**src/rtl/tpu_ctrl_pkg.sv**
```systemverilog
// Shared types and sizing helpers for the systolic array job sequencer.
package tpu_ctrl_pkg;

  typedef enum logic [1:0] {
    CTRL_IDLE,
    CTRL_LOAD,
    CTRL_STREAM,
    CTRL_DRAIN
  } ctrl_state_t;

  // Cycles between the last west-edge valid and the last south-edge valid.
  function automatic int unsigned drain_len(input int unsigned rows, input int unsigned cols);
    return rows + cols - 1;
  endfunction

  // Job cycle counter width; wide enough for the longest job without wrapping.
  function automatic int unsigned cycle_cnt_w(input int unsigned rows, input int unsigned cols,
                                              input int unsigned len_w);
    return len_w + $clog2(2 * rows + cols + 2);
  endfunction

endpackage

```
**src/rtl/systolic_ctrl_if.sv**
```systemverilog
// Control bus between a job issuer (master) and the systolic array sequencer (slave).
interface systolic_ctrl_if #(
  parameter int unsigned ROWS  = 2,
  parameter int unsigned COLS  = 2,
  parameter int unsigned LEN_W = 8,
  parameter int unsigned AW_W  = (ROWS > 1) ? $clog2(ROWS) : 1
);

  logic                 start;
  logic [LEN_W-1:0]     num_vectors;
  logic                 busy;
  logic                 done;
  logic                 wbuf_rd_en;
  logic [AW_W-1:0]      wbuf_rd_addr;
  logic                 ibuf_rd_en;
  logic [LEN_W-1:0]     ibuf_rd_addr;
  logic                 array_en;
  logic [ROWS-1:0]      row_accept_w;
  logic [ROWS-1:0]      row_switch;
  logic [ROWS-1:0]      row_valid;
  logic [COLS-1:0]      col_out_valid;

  modport master (
    output start, num_vectors,
    input  busy, done, wbuf_rd_en, wbuf_rd_addr, ibuf_rd_en, ibuf_rd_addr,
    input  array_en, row_accept_w, row_switch, row_valid, col_out_valid
  );

  modport slave (
    input  start, num_vectors,
    output busy, done, wbuf_rd_en, wbuf_rd_addr, ibuf_rd_en, ibuf_rd_addr,
    output array_en, row_accept_w, row_switch, row_valid, col_out_valid
  );

endinterface

```
**src/rtl/ctrl_skew_line.sv**
```systemverilog
// Synchronous-reset shift register; tap i presents the input delayed by i+1 cycles.
module ctrl_skew_line #(
  parameter int unsigned WIDTH = 1,
  parameter int unsigned DEPTH = 1
) (
  input  logic                         clk,
  input  logic                         rst,
  input  logic [WIDTH-1:0]             d_i,
  output logic [DEPTH-1:0][WIDTH-1:0]  tap_o
);

  logic [DEPTH-1:0][WIDTH-1:0] pipe_q;

  always_ff @(posedge clk) begin
    if (rst) begin
      pipe_q <= '0;
    end else begin
      pipe_q[0] <= d_i;
      for (int i = 1; i < int'(DEPTH); i++) begin
        pipe_q[i] <= pipe_q[i-1];
      end
    end
  end

  assign tap_o = pipe_q;

endmodule

```
**src/rtl/systolic_ctrl.sv**
```systemverilog
// Job sequencer for a weight-stationary ROWS x COLS systolic array.
// Optional SYSTOLIC_CTRL_PERF_CNT_EN adds busy-cycle and job performance counters.
module systolic_ctrl
  import tpu_ctrl_pkg::*;
#(
  parameter int unsigned ROWS  = 2,
  parameter int unsigned COLS  = 2,
  parameter int unsigned LEN_W = 8,
  parameter int unsigned AW_W  = (ROWS > 1) ? $clog2(ROWS) : 1
) (
  input  logic                 clk,
  input  logic                 rst,
`ifdef SYSTOLIC_CTRL_PERF_CNT_EN
  output logic [31:0]          perf_busy_cycles,
  output logic [15:0]          perf_jobs,
`endif
  systolic_ctrl_if.slave       bus
);

  localparam int unsigned CNT_W = cycle_cnt_w(ROWS, COLS, LEN_W);
  localparam int unsigned DRAIN = drain_len(ROWS, COLS);

  ctrl_state_t       state_q, state_d;
  logic [CNT_W-1:0]  cnt_q, cnt_d;
  logic [LEN_W-1:0]  num_q, num_d;

  logic              busy_q, busy_d;
  logic              done_q, done_d;
  logic              wbuf_en_q, wbuf_en_d;
  logic [AW_W-1:0]   wbuf_addr_q, wbuf_addr_d;
  logic              ibuf_en_q, ibuf_en_d;
  logic [LEN_W-1:0]  ibuf_addr_q, ibuf_addr_d;
  logic              accept_q, accept_d;
  logic              valid0_q, valid0_d;
  logic              switch0_q, switch0_d;
  logic              col0_q, col0_d;

  logic [CNT_W-1:0]  last_load, last_stream, last_drain;
  logic [CNT_W-1:0]  stream_end_d;

  // Job phase boundaries in cycle-counter units, for the job in flight.
  assign last_load   = CNT_W'(ROWS);
  assign last_stream = CNT_W'(ROWS) + CNT_W'(num_q);
  assign last_drain  = last_stream + CNT_W'(DRAIN);

  always_ff @(posedge clk) begin
    if (rst) begin
      state_q     <= CTRL_IDLE;
      cnt_q       <= '0;
      num_q       <= '0;
      busy_q      <= 1'b0;
      done_q      <= 1'b0;
      wbuf_en_q   <= 1'b0;
      wbuf_addr_q <= '0;
      ibuf_en_q   <= 1'b0;
      ibuf_addr_q <= '0;
      accept_q    <= 1'b0;
      valid0_q    <= 1'b0;
      switch0_q   <= 1'b0;
      col0_q      <= 1'b0;
    end else begin
      state_q     <= state_d;
      cnt_q       <= cnt_d;
      num_q       <= num_d;
      busy_q      <= busy_d;
      done_q      <= done_d;
      wbuf_en_q   <= wbuf_en_d;
      wbuf_addr_q <= wbuf_addr_d;
      ibuf_en_q   <= ibuf_en_d;
      ibuf_addr_q <= ibuf_addr_d;
      accept_q    <= accept_d;
      valid0_q    <= valid0_d;
      switch0_q   <= switch0_d;
      col0_q      <= col0_d;
    end
  end

  always_comb begin
    state_d      = state_q;
    cnt_d        = cnt_q;
    num_d        = num_q;
    done_d       = 1'b0;
    busy_d       = 1'b0;
    wbuf_en_d    = 1'b0;
    wbuf_addr_d  = '0;
    ibuf_en_d    = 1'b0;
    ibuf_addr_d  = '0;
    accept_d     = 1'b0;
    valid0_d     = 1'b0;
    switch0_d    = 1'b0;
    col0_d       = 1'b0;
    stream_end_d = '0;

    case (state_q)
      CTRL_IDLE: begin
        if (bus.start) begin
          if (bus.num_vectors != '0) begin
            state_d = CTRL_LOAD;
            cnt_d   = '0;
            num_d   = bus.num_vectors;
          end else begin
            done_d  = 1'b1;
          end
        end
      end
      CTRL_LOAD: begin
        cnt_d = cnt_q + CNT_W'(1);
        if (cnt_q == last_load) state_d = CTRL_STREAM;
      end
      CTRL_STREAM: begin
        cnt_d = cnt_q + CNT_W'(1);
        if (cnt_q == last_stream) state_d = CTRL_DRAIN;
      end
      CTRL_DRAIN: begin
        if (cnt_q == last_drain) begin
          state_d = CTRL_IDLE;
          cnt_d   = '0;
          done_d  = 1'b1;
        end else begin
          cnt_d   = cnt_q + CNT_W'(1);
        end
      end
      default: state_d = CTRL_IDLE;
    endcase

    // Output values for the upcoming cycle, decoded from its state and count.
    stream_end_d = CNT_W'(ROWS) + CNT_W'(num_d);
    busy_d       = (state_d != CTRL_IDLE);
    wbuf_en_d    = (state_d == CTRL_LOAD) && (cnt_d < CNT_W'(ROWS));
    accept_d     = (state_d == CTRL_LOAD) && (cnt_d != '0);
    ibuf_en_d    = busy_d && (cnt_d >= CNT_W'(ROWS)) && (cnt_d < stream_end_d);
    valid0_d     = (state_d == CTRL_STREAM);
    switch0_d    = (state_d == CTRL_STREAM) && (cnt_d == CNT_W'(ROWS + 1));
    col0_d       = busy_d && (cnt_d >= CNT_W'(2 * ROWS + 1))
                          && (cnt_d <= stream_end_d + CNT_W'(ROWS));
    if (wbuf_en_d) wbuf_addr_d = AW_W'(CNT_W'(ROWS - 1) - cnt_d);
    if (ibuf_en_d) ibuf_addr_d = LEN_W'(cnt_d - CNT_W'(ROWS));
  end

  logic [ROWS-1:0] row_valid_w;
  logic [ROWS-1:0] row_switch_w;
  logic [COLS-1:0] col_valid_w;

  assign row_valid_w[0]  = valid0_q;
  assign row_switch_w[0] = switch0_q;
  assign col_valid_w[0]  = col0_q;

  // Row r of the west edge sees row 0's control bits r cycles later.
  if (ROWS > 1) begin : g_row_skew
    logic [ROWS-2:0][1:0] row_taps;

    ctrl_skew_line #(
      .WIDTH (2),
      .DEPTH (ROWS - 1)
    ) u_row_skew (
      .clk   (clk),
      .rst   (rst),
      .d_i   ({switch0_q, valid0_q}),
      .tap_o (row_taps)
    );

    for (genvar r = 1; r < int'(ROWS); r++) begin : g_row_tap
      assign row_valid_w[r]  = row_taps[r-1][0];
      assign row_switch_w[r] = row_taps[r-1][1];
    end
  end

  if (COLS > 1) begin : g_col_skew
    logic [COLS-2:0][0:0] col_taps;

    ctrl_skew_line #(
      .WIDTH (1),
      .DEPTH (COLS - 1)
    ) u_col_skew (
      .clk   (clk),
      .rst   (rst),
      .d_i   (col0_q),
      .tap_o (col_taps)
    );

    for (genvar c = 1; c < int'(COLS); c++) begin : g_col_tap
      assign col_valid_w[c] = col_taps[c-1][0];
    end
  end

  assign bus.busy          = busy_q;
  assign bus.done          = done_q;
  assign bus.array_en      = busy_q;
  assign bus.wbuf_rd_en    = wbuf_en_q;
  assign bus.wbuf_rd_addr  = wbuf_addr_q;
  assign bus.ibuf_rd_en    = ibuf_en_q;
  assign bus.ibuf_rd_addr  = ibuf_addr_q;
  assign bus.row_accept_w  = {ROWS{accept_q}};
  assign bus.row_valid     = row_valid_w;
  assign bus.row_switch    = row_switch_w;
  assign bus.col_out_valid = col_valid_w;

`ifdef SYSTOLIC_CTRL_PERF_CNT_EN
  logic [31:0] perf_busy_q;
  logic [15:0] perf_jobs_q;

  // Saturating counters; they see the registered busy/done of the previous cycle.
  always_ff @(posedge clk) begin
    if (rst) begin
      perf_busy_q <= '0;
      perf_jobs_q <= '0;
    end else begin
      if (busy_q && (perf_busy_q != '1)) perf_busy_q <= perf_busy_q + 32'd1;
      if (done_q && (perf_jobs_q != '1)) perf_jobs_q <= perf_jobs_q + 16'd1;
    end
  end

  assign perf_busy_cycles = perf_busy_q;
  assign perf_jobs        = perf_jobs_q;
`endif

endmodule

```
**src/flat_wrapper.sv**
```systemverilog
// flat-port wrapper written by rule: the top's interface ports become plain ports
module systolic_ctrl_flat import tpu_ctrl_pkg::*;
#(
  parameter int unsigned ROWS  = 2,
  parameter int unsigned COLS  = 2,
  parameter int unsigned LEN_W = 8,
  parameter int unsigned AW_W  = (ROWS > 1) ? $clog2(ROWS) : 1
)
  (clk, rst, bus_start, bus_num_vectors, bus_busy, bus_done, bus_wbuf_rd_en, bus_wbuf_rd_addr, bus_ibuf_rd_en, bus_ibuf_rd_addr, bus_array_en, bus_row_accept_w, bus_row_switch, bus_row_valid, bus_col_out_valid);
  systolic_ctrl_if #(.ROWS(ROWS), .COLS(COLS), .LEN_W(LEN_W), .AW_W(AW_W)) bus_i ();
  input  logic clk;
  input  logic rst;
  input wire logic [$bits(bus_i.start)-1:0] bus_start;
  input wire logic [$bits(bus_i.num_vectors)-1:0] bus_num_vectors;
  output wire logic [$bits(bus_i.busy)-1:0] bus_busy;
  output wire logic [$bits(bus_i.done)-1:0] bus_done;
  output wire logic [$bits(bus_i.wbuf_rd_en)-1:0] bus_wbuf_rd_en;
  output wire logic [$bits(bus_i.wbuf_rd_addr)-1:0] bus_wbuf_rd_addr;
  output wire logic [$bits(bus_i.ibuf_rd_en)-1:0] bus_ibuf_rd_en;
  output wire logic [$bits(bus_i.ibuf_rd_addr)-1:0] bus_ibuf_rd_addr;
  output wire logic [$bits(bus_i.array_en)-1:0] bus_array_en;
  output wire logic [$bits(bus_i.row_accept_w)-1:0] bus_row_accept_w;
  output wire logic [$bits(bus_i.row_switch)-1:0] bus_row_switch;
  output wire logic [$bits(bus_i.row_valid)-1:0] bus_row_valid;
  output wire logic [$bits(bus_i.col_out_valid)-1:0] bus_col_out_valid;
  assign bus_i.start = bus_start;
  assign bus_i.num_vectors = bus_num_vectors;
  assign bus_busy = bus_i.busy;
  assign bus_done = bus_i.done;
  assign bus_wbuf_rd_en = bus_i.wbuf_rd_en;
  assign bus_wbuf_rd_addr = bus_i.wbuf_rd_addr;
  assign bus_ibuf_rd_en = bus_i.ibuf_rd_en;
  assign bus_ibuf_rd_addr = bus_i.ibuf_rd_addr;
  assign bus_array_en = bus_i.array_en;
  assign bus_row_accept_w = bus_i.row_accept_w;
  assign bus_row_switch = bus_i.row_switch;
  assign bus_row_valid = bus_i.row_valid;
  assign bus_col_out_valid = bus_i.col_out_valid;
  systolic_ctrl #(.ROWS(ROWS), .COLS(COLS), .LEN_W(LEN_W), .AW_W(AW_W)) u_core (.clk(clk), .rst(rst), .bus(bus_i));
endmodule
```
**config.mk**
```make
export PLATFORM = sky130hd
export DESIGN_NAME = systolic_ctrl_flat
export DESIGN_NICKNAME = d
export VERILOG_FILES = /design/src/rtl/tpu_ctrl_pkg.sv /design/src/rtl/systolic_ctrl_if.sv /design/src/rtl/ctrl_skew_line.sv /design/src/rtl/systolic_ctrl.sv /design/src/flat_wrapper.sv
export SDC_FILE = /design/constraint.sdc
export NUM_CORES = 1
export LEC_CHECK = 0
export CAP_MARGIN = 15
export CELL_PAD_IN_SITES_DETAIL_PLACEMENT = 1
export CELL_PAD_IN_SITES_GLOBAL_PLACEMENT = 1
export CORE_MARGIN = 5
export CORE_UTILIZATION = 47
export CTS_CLUSTER_SIZE = 30
export DETAILED_ROUTE_END_ITERATION = 8
export PLACE_DENSITY = 0.84
export SETUP_SLACK_MARGIN = 0.15
export SYNTH_ARGS = -nofsm -noshare
export SYNTH_HDL_FRONTEND = slang
export SYNTH_SLANG_ARGS = --single-unit
```
**constraint.sdc**
```tcl
create_clock -name clk -period 14.1 [get_ports clk]
set_input_delay 4.23 -clock clk [delete_from_list [all_inputs] [get_ports clk]]
set_output_delay 4.23 -clock clk [all_outputs]
set_load 0.02 [all_outputs]
```
==> results.md, run 1 <==
- Sequential area share after synthesis: 22.2%
- Power consumption: 543 uW
- Crit-path leading delay family: simple AND/OR/NAND/NOR gates
- CTS clk-pin slew, worst paths: 0.09 ns
- Worst Tran Pin Value: 1.08 ns
- Port Buf Inserts: 32
- Post-route antenna net violation count: 0
- Crit path buf inv count: 1
- Startpoint types: input pin
- PwrDens: 134 mW/mm^2
- CTS tree: yes
- Commonest non-fill, non-tap cells in the layout: nor2_1, dfxtp_1, clkdlybuf4s50_1, ha_1, nand2_1
- Top FF cell, synth: dfxtp_1
- Final Hold Fails: 0
- Area growth, synth to finish: 9.89%
- Fin util: 52.8%
- Hold Slack: 0.466 ns
- Achievable Freq: 112 MHz
- Critical path depth: 19
- Antenna violations before repair: 0
- Synth cell types: 79
- Worst Path Arrival: 9.18 ns
- Layout cells sized above 1: 8.12%
- Ys async rst share: 0%
- CP Data Required Time: 14.34 ns
- Max VDD drop: 0.0522 mV
- Post-CTS Hold Buffers: 0
- GRT Total Usage: 22.8%
- Top cells by area, synth: dfxtp_1, ha_1, xnor2_1, nor2_1, nand3_1
- Cells after Synth: 460
- Cell area after synthesis: 0.00369 mm^2
- Clock Tree Buf Depth: 2
- Crit Path Class: input pin to flip-flop
- Synth Area per Inst: 8.03 um^2
- Worst hold path class: flip-flop to flip-flop
- Setup tns final: 0 ns
- GPL Wtd Cong: 0.908
- Worst slack, placed: 4.92 ns
- Finished Layout Cells: 570
- Synth warnings: 0
- Final WL: 10.9 mm
- Register bit total from synthesis: 41
- EDFF count, synth: 0
- Tcrit/Tclk final: 63.4%
- Commonest non-fill, non-tap cell in the layout: nor2_1
- First-pass GRT wire length: 18.2 mm
- Tmin final: 8.94 ns
- RSZ-0062 raised after global routing: false
- Worst R2R Path Depth: 21
- Vias in the first global route: 3637
- Post-Syn Nets: 502
- P_leak: 1.64 nW
- Average wire per cell in the routed design: 19.1 um
- Non-Filler Cell Area, Final: 0.00406 mm^2
- Drt drc: 0
- Vias: 3398
- Outcome: finished, final reports clean
- R2r startpoint: u_core.num_q[1]
- Post-CTS setup repair buffer count: 0
- Placed cell area: 0.00395 mm^2
- Via-to-Cell Ratio: 5.96
- Drt initial violations: 221
- Worst-Skew Late Latency: 0.31 ns
- Antenna diode count: 0
- DP HPWL: 8.47 mm
- Initial Util: 48.1%
- I/O pins: 33
- Synth area leader: dfxtp_1
- Final Max Slew Viols: 0
- Clock sinks: 41
- Critical Path End: u_core.col0_q
- CP Cell Sequence: clkdlybuf4s50_1 > or4_4 > o21a_1 > o21ai_0 > ha_1 > nand3_1 > xnor2_1 > nor2_1 > a21oi_1 > and3_1 > nand3_1 > xnor2_1 > ha_1 > nand4_1 > nor2_1 > a21oi_1 > maj3_2 > a22oi_1 > and3_1
- Inst Count DP: 562
- Critical Path Source: bus_num_vectors[4]
- Slew headroom: 27.7%
- Die Ht: 98.7 um
- Clock Tree Root: clkbuf_8
- Die area: 0.00973 mm^2
- Chip width: 98.7 um
- Fin nets: 509
- DRT Pass-1 Iters: 5
- Setup Skew: 0.0160 ns
- Core area: 0.00769 mm^2
- R2r endpoint: u_core.bus.ibuf_rd_addr[7]
- Worst setup EP type: flip-flop
- Final setup violating endpoints: 0
- CP max stage delay: 0.59 ns
- Row cnt: 32
- CTS Buf Count: 5
- Final Worst Setup Slack: 5.16 ns
- Fillers: 973
- CTS resizes: 0
- GR Overflow Total: 0
- Max stage delay cell, worst path: or4_4
- Top cell type's share of synthesized area: 22.2%
- H-tree Lvls: 2
- Max Cap Violations: 0
- Worst reg2reg setup slack: 8.30 ns
- Largest net degree at the start of global routing: 27
- CP max FO: 11
## cells in the mapped netlist (4+ instances only)
cell type / instances
nand3_1: 25
ha_1: 31
nand2b_1: 5
a31oi_1: 7
a21o_1: 8
o21a_1: 5
inv_1: 25
a22oi_1: 5
nor2b_1: 12
a21oi_1: 20
buf_4: 9
nand4_1: 8
clkbuf_1: 12
nor3_1: 14
nor2_1: 45
o211ai_1: 5
and3_1: 8
and2_1: 7
dfxtp_1: 41
buf_2: 4
o21ai_1: 8
xnor2_1: 21
o21ai_0: 19
xor2_1: 14
nand2_1: 27
## cell type report
cell class / count / area, um^2 / area share [%]
inverter: 28 / 108 / 2.65
sequential: 41 / 821 / 20.2
tap: 102 / 128 / 3.14
timing repair buffer: 32 / 320 / 7.89
multi-input combinational: 359 / 2570 / 63.3
clock inverter: 3 / 46.3 / 1.14
clock buffer: 5 / 68.8 / 1.69
## routing by layer
layer | track usage, % | wire length, um | vias to the layer above
met4 | 5.57 | 119 | 0
met3 | 3.04 | 439 | 10
met1 | 29.0 | 4890 | 1660
met5 | 0 | 0 | -
li1 | - | - | 1638
met2 | 40.7 | 5440 | 90
## cell families (layout without fill, tap and decap cells)
| logic type | after synthesis | count (layout) | share of synthesized area, % |
|---|---|---|---|
| other cells | 1 | 1 | 0.101 |
| buf+inv | 60 | 68 | 8.26 |
| flops | 41 | 41 | 22.2 |
| simple gates | 171 | 171 | 24.3 |
| fa+ha+maj | 32 | 32 | 10.8 |
| xor+xnor | 40 | 40 | 11.1 |
| compound gates | 113 | 113 | 22.7 |
| mux | 2 | 2 | 0.542 |
## sequential cells by signal, indices dropped and copies added (netlist names)
signal                              cells
u_core.g_col_skew.u_col_skew.tap_o      1
u_core.cnt_q                           11
u_core.switch0_q                        1
u_core.accept_q                         1
u_core.bus.ibuf_rd_addr                 8
u_core.state_q                          2
u_core.g_row_skew.u_row_skew.tap_o      2
u_core.num_q                            8
u_core.bus.array_en                     1
u_core.col0_q                           1
u_core.bus.done                         1
u_core.bus.wbuf_rd_en                   1
u_core.bus.wbuf_rd_addr                 1
u_core.valid0_q                         1
u_core.bus.ibuf_rd_en                   1
## where the power goes
part	internal, mW	switching (mW)
sequential	0.132	0.0207
clock	0.0531	0.0479
combinational	0.111	0.179
total	0.296	0.247
## worst min path at each step
stage | cells after the start | endpoint | startpoint
2_1_floorplan | 1 | u_core.g_col_skew.u_col_skew.tap_o | u_core.col0_q
3_5_place_dp | 1 | u_core.g_row_skew.u_row_skew.tap_o[1] | u_core.switch0_q
6_report | 1 | u_core.g_row_skew.u_row_skew.tap_o[0] | u_core.valid0_q
4_1_cts | 1 | u_core.g_row_skew.u_row_skew.tap_o[0] | u_core.valid0_q
3_3_place_gp | 1 | u_core.g_row_skew.u_row_skew.tap_o[0] | u_core.valid0_q
5_1_grt | 1 | u_core.g_row_skew.u_row_skew.tap_o[1] | u_core.switch0_q
## worst reg2reg max path: stages (launching register included)
cell       delay [ns]
dfxtp_1          0.53
inv_1            0.09
ha_1             0.36
nor2_1           0.24
a31o_1           0.18
a31oi_1          0.13
nor4b_2          0.40
o32ai_2          0.21
o21ai_1          0.72
o21a_1           0.42
inv_1            0.20
ha_1             0.37
o21bai_1         0.09
a21o_1           0.17
a21o_1           0.17
a211oi_1         0.30
a21oi_1          0.14
a2bb2oi_1        0.19
o211ai_1         0.11
a21oi_1          0.31
o211ai_4         0.18
nor3_2           0.21
(Power assumes the default switching activity.)
==> inputs of run 2 (changes only) <==
CORE_UTILIZATION = 44   (was 47)
PLACE_DENSITY = 0.79   (was 0.84)
clock period = 9 ns   (was 14.1 ns; I/O delays follow)
==> run 2 against run 1 <==
Register-to-register slack got worse by 5.1 ns. Wire length decreased by 1.9%. Core utilization decreased by 3.5 points. Non-clock buffer count unchanged. Critical endpoint unchanged. Largest cell class unchanged. Highest routed layer unchanged.
==> results.md, run 2 (synthesized netlist as in run 1, its figures left out) <==
- DP HPWL: 8.52 mm
- Worst Path Arrival: 7.46 ns
- CTS tree: yes
- Drt initial violations: 172
- CTS clk-pin slew, worst paths: 0.08 ns
- Commonest non-fill, non-tap cell in the layout: nor2_1
- Vias: 3378
- NetSw: 380 uW
- Chip width: 102 um
- Vias in the first global route: 3542
- Drt drc: 0
- Tcrit/Tclk final: 80.2%
- Startpoint types: input pin
- Hold Slack: 0.464 ns
- Fillers: 1010
- I/O pins: 33
- Setup tns final: 0 ns
- Area growth, synth to finish: 9.72%
- Final setup violating endpoints: 0
- GRT Total Usage: 21.8%
- GR Overflow Total: 0
- Post-CTS Hold Buffers: 0
- PwrDens: 205 mW/mm^2
- Placed cell area: 0.00395 mm^2
- Port Buf Inserts: 32
- Commonest non-fill, non-tap cells in the layout: nor2_1, dfxtp_1, clkdlybuf4s50_1, ha_1, nand2_1
- Largest Register: u_core.cnt_q
- Max VDD drop: 0.0761 mV
- CP Data Required Time: 9.24 ns
- Largest net degree at the start of global routing: 27
- Post-route antenna net violation count: 0
- Worst setup EP type: flip-flop
- Clock Tree Root: clkbuf_8
- Cell depth of the worst min-delay path: 1
- Core area: 0.00822 mm^2
- Clock Power Share: 17.2%
- Reg power frac: 28.7%
- P_leak: 1.64 nW
- Slew headroom: 30.9%
- Row cnt: 33
- Via-to-Cell Ratio: 5.90
- Setup Skew: 0.00742 ns
- Final WL: 10.7 mm
- First-pass GRT wire length: 17.9 mm
- Post-CTS setup repair buffer count: 0
- Layout cells sized above 1: 8.12%
- Antenna violations before repair: 0
- Final Hold Fails: 0
- Clock Tree Buf Depth: 2
- Initial Util: 45.0%
- Crit Path Class: input pin to flip-flop
- Average wire per cell in the routed design: 18.6 um
- Outcome: finished, final reports clean
- Antenna diode count: 0
- Worst hold path class: flip-flop to flip-flop
- Worst Tran Pin Value: 1.03 ns
- Power Internal: 451 uW
- Final Max Slew Viols: 0
- DRT Pass-1 Iters: 4
- Fin nets: 509
- Combinational fraction of design power: 54.1%
- CP max FO: 11
- Worst-Skew Late Latency: 0.30 ns
- Achievable Freq: 139 MHz
- Die Ht: 102 um
- Max FFs per register: 11
- RSZ-0062 raised after global routing: false
- Clock sinks: 41
- CTS Buf Count: 5
- Worst R2R Path Depth: 21
- CTS resizes: 0
- Max Cap Violations: 0
- GPL Wtd Cong: 0.891
- Tmin final: 7.22 ns
- Net Sw Frac: 45.7%
- Die area: 0.0103 mm^2
- H-tree Lvls: 2
- Non-Filler Cell Area, Final: 0.00405 mm^2
==> run 2: final timing paths <==
kind | from | end | slack [ns]
worst max-delay path | bus_num_vectors[4] | u_core.col0_q | 1.78
worst min-delay path | u_core.col0_q | u_core.g_col_skew.u_col_skew.tap_o | 0.46
worst max register to register | u_core.num_q[1] | u_core.bus.ibuf_rd_addr[4] | 3.25
worst min register to register | u_core.col0_q | u_core.g_col_skew.u_col_skew.tap_o | 0.46
==> run 2: worst max-delay path, stage by stage <==
cell and delay (ns):
clkdlybuf4s50_1 0.51, or4_4 0.60, o21a_1 0.35, o21ai_0 0.37
ha_1 0.31, nand3_1 0.12, xnor2_1 0.16, nor2_1 0.05
a21oi_1 0.42, and3_1 0.26, nand3_1 0.11, xnor2_1 0.17
ha_1 0.29, nand4_1 0.10, nor2_1 0.14, a21oi_1 0.06
maj3_2 0.31, a22oi_1 0.24, and3_1 0.20
==> run 2: per-stage QoR <==
step                      util (%)  power, mW  instances  worst slack [ns]
after CTS                     49.3      0.838        573              1.78
after global routing          49.3      0.898        573              1.36
after global placement        48.1      0.675        565              1.48
after floorplan                  -      0.569        460              2.70
after detailed placement      48.1      0.694        565              1.48
final                         49.3      0.832        573              1.78
==> run 2: power by group through the flow <==
| stage | Combinational, mW | Sequential, mW | Clock [mW] |
|---|---|---|---|
| 6_report | 0.450 | 0.239 | 0.143 |
| 5_1_grt | 0.501 | 0.242 | 0.155 |
| 4_1_cts | 0.452 | 0.239 | 0.147 |
| 3_5_place_dp | 0.450 | 0.243 | 0 |
| 3_3_place_gp | 0.433 | 0.242 | 0 |
| 2_1_floorplan | 0.330 | 0.239 | 0 |
==> run 2: final cells by class <==
class | instances | area [um^2] | share of cell area (%)
clock buffer | 7 | 96.3 | 2.38
clock inverter | 1 | 8.76 | 0.216
sequential | 41 | 821 | 20.2
timing repair buffer | 32 | 320 | 7.90
inverter | 28 | 108 | 2.65
multi-input combinational | 359 | 2570 | 63.4
tap | 105 | 131 | 3.24
==> run 2: per-layer routing <==
metal / global-route usage [%] / part of all wire [%]
met5: 0 / 0
met4: 6.13 / 1.8
met3: 2.82 / 3.6
met2: 37.8 / 48
met1: 28.2 / 46
==> inputs of run 3 (changes only) <==
CORE_UTILIZATION = 40   (was 44)
PLACE_DENSITY = 0.76   (was 0.79)
clock period = 6.4 ns   (was 9 ns; I/O delays follow)
==> run 3 against run 2 <==
Clock-buffer cell count fell by 1. Sequential share of layout area shrank 0.55 points. Clock power is 58% higher. Flip-flop and latch count did not move. Die area rose by 9.0%. Non-clock buffer count grew 11. Wire length is 3.1% higher. Design area is 2.8% higher. Largest power group unchanged.
==> results.md, run 3 (synthesized netlist as in run 1, its figures left out) <==
- Final Hold Fails: 0
- Worst Tran Pin Value: 1.10 ns
- Average wire per cell in the routed design: 18.7 um
- DP HPWL: 8.72 mm
- Commonest non-fill, non-tap cells in the layout: nor2_1, dfxtp_1, clkdlybuf4s50_1, ha_1, nand2_1
- Achievable Freq: 166 MHz
- Final Max Slew Viols: 0
- Row cnt: 35
- Vias: 3403
- Clock Tree Buf Depth: 2
- CTS resizes: 0
- Post-CTS setup repair buffer count: 0
- Tmin final: 6.01 ns
- Chip width: 106 um
- Post-route antenna net violation count: 0
- Drt initial violations: 152
- H-tree Lvls: 2
- Vias in the first global route: 3744
- Max FFs per register: 11
- Layout cells sized above 1: 10.6%
- Final setup violating endpoints: 0
- Worst-Skew Late Latency: 0.30 ns
- Drt drc: 0
- Worst Hold Launch: u_core.valid0_q
- Crit Path Class: input pin to flip-flop
- Die area: 0.0113 mm^2
- Via-to-Cell Ratio: 5.77
- Largest Register: u_core.cnt_q
- Die Ht: 106 um
- CTS clk-pin slew, worst paths: 0.09 ns
- Tcrit/Tclk final: 93.9%
- Clock sinks: 41
- Setup Skew: 0.00564 ns
- Fin util: 45.8%
- Power consumption: 1.23 mW
- P_leak: 1.70 nW
- First-pass GRT wire length: 18.6 mm
- I/O pins: 33
- RSZ-0062 raised after global routing: true
- CTS Buf Count: 5
- Post-CTS Hold Buffers: 0
- Startpoint types: input pin
- Clock Tree Root: clkbuf_8
- Area growth, synth to finish: 12.8%
- Antenna violations before repair: 0
- Commonest non-fill, non-tap cell in the layout: nor2_1
- DRT Pass-1 Iters: 4
- Critical Path Source: bus_num_vectors[4]
- Worst setup EP type: flip-flop
- GR Overflow Total: 0
- GRT Total Usage: 20.4%
- Fin nets: 520
- Port Buf Inserts: 32
- R2r startpoint: u_core.num_q[1]
- Slew headroom: 26.3%
- Max Cap Violations: 0
- Max VDD drop: 0.109 mV
- Worst hold path class: flip-flop to flip-flop
- Final WL: 11.0 mm
- CP Data Required Time: 6.63 ns
- Initial Util: 40.6%
- PwrDens: 296 mW/mm^2
- Largest net degree at the start of global routing: 27
- CP max FO: 7
- Outcome: finished, final reports clean
- Worst Path Arrival: 6.24 ns
- CTS tree: yes
- Core area: 0.00911 mm^2
- Antenna diode count: 0
- GPL Wtd Cong: 0.840
-- run 3: cell type report --
class,count,area [um^2]
inverter,28,108
sequential,41,821
fill,1146,4940
timing repair buffer,43,403
clock inverter,2,37.5
multi-input combinational,359,2580
clock buffer,6,82.6
tap,111,139
-- run 3: stage by stage --
step	setup TNS, ns	setup WS [ns]	std cells	hold slack [ns]	instance area [um^2]
2_1_floorplan	0	0.878	460	0.439	3690
3_3_place_gp	0	0.169	582	0.450	4040
3_5_place_dp	-0.0655	-0.0655	582	0.461	4040
4_1_cts	0	0.237	590	0.474	4160
5_1_grt	0	0.00590	590	0.490	4170
6_report	0	0.390	590	0.469	4170
-- run 3: final timing paths --
kind | to | slack (ns) | cells past startpoint
setup / recovery | u_core.bus.ibuf_rd_addr[4] | 0.39 | 17
hold / removal | u_core.g_row_skew.u_row_skew.tap_o[0] | 0.47 | 1
hold reg to reg | u_core.g_row_skew.u_row_skew.tap_o[0] | 0.47 | 1
setup reg to reg | u_core.bus.ibuf_rd_addr[4] | 1.37 | 23
-- run 3: critical path, stage by stage --
cell and delay, ns:
clkdlybuf4s50_1 0.50, or4_4 0.60, o21ai_1 0.28, a22oi_2 0.15
inv_2 0.14, ha_1 0.26, xnor2_1 0.34, inv_1 0.11
ha_1 0.32, a21o_1 0.17, a211oi_1 0.28, a21oi_1 0.15
a2bb2oi_1 0.18, o211ai_1 0.10, a21oi_1 0.32, o211ai_4 0.19
nor3_2 0.22
-- run 3: power by group --
| group | total (mW) | switching [mW] | leakage [nW] | internal [mW] |
|---|---|---|---|---|
| combinational | 0.671 | 0.404 | 1.31 | 0.268 |
| sequential | 0.335 | 0.0446 | 0.333 | 0.291 |
| clock | 0.226 | 0.0986 | 0.0574 | 0.127 |
-- run 3: per-layer routing --
layer / global-route usage (%) / share of wire [%] / up-vias
li1: - / - / 1656
met1: 25.5 / 45 / 1673
met4: 5.37 / 1.6 / 0
met5: 0 / 0 / -
met3: 1.94 / 3.2 / 17
met2: 37.1 / 50 / 57
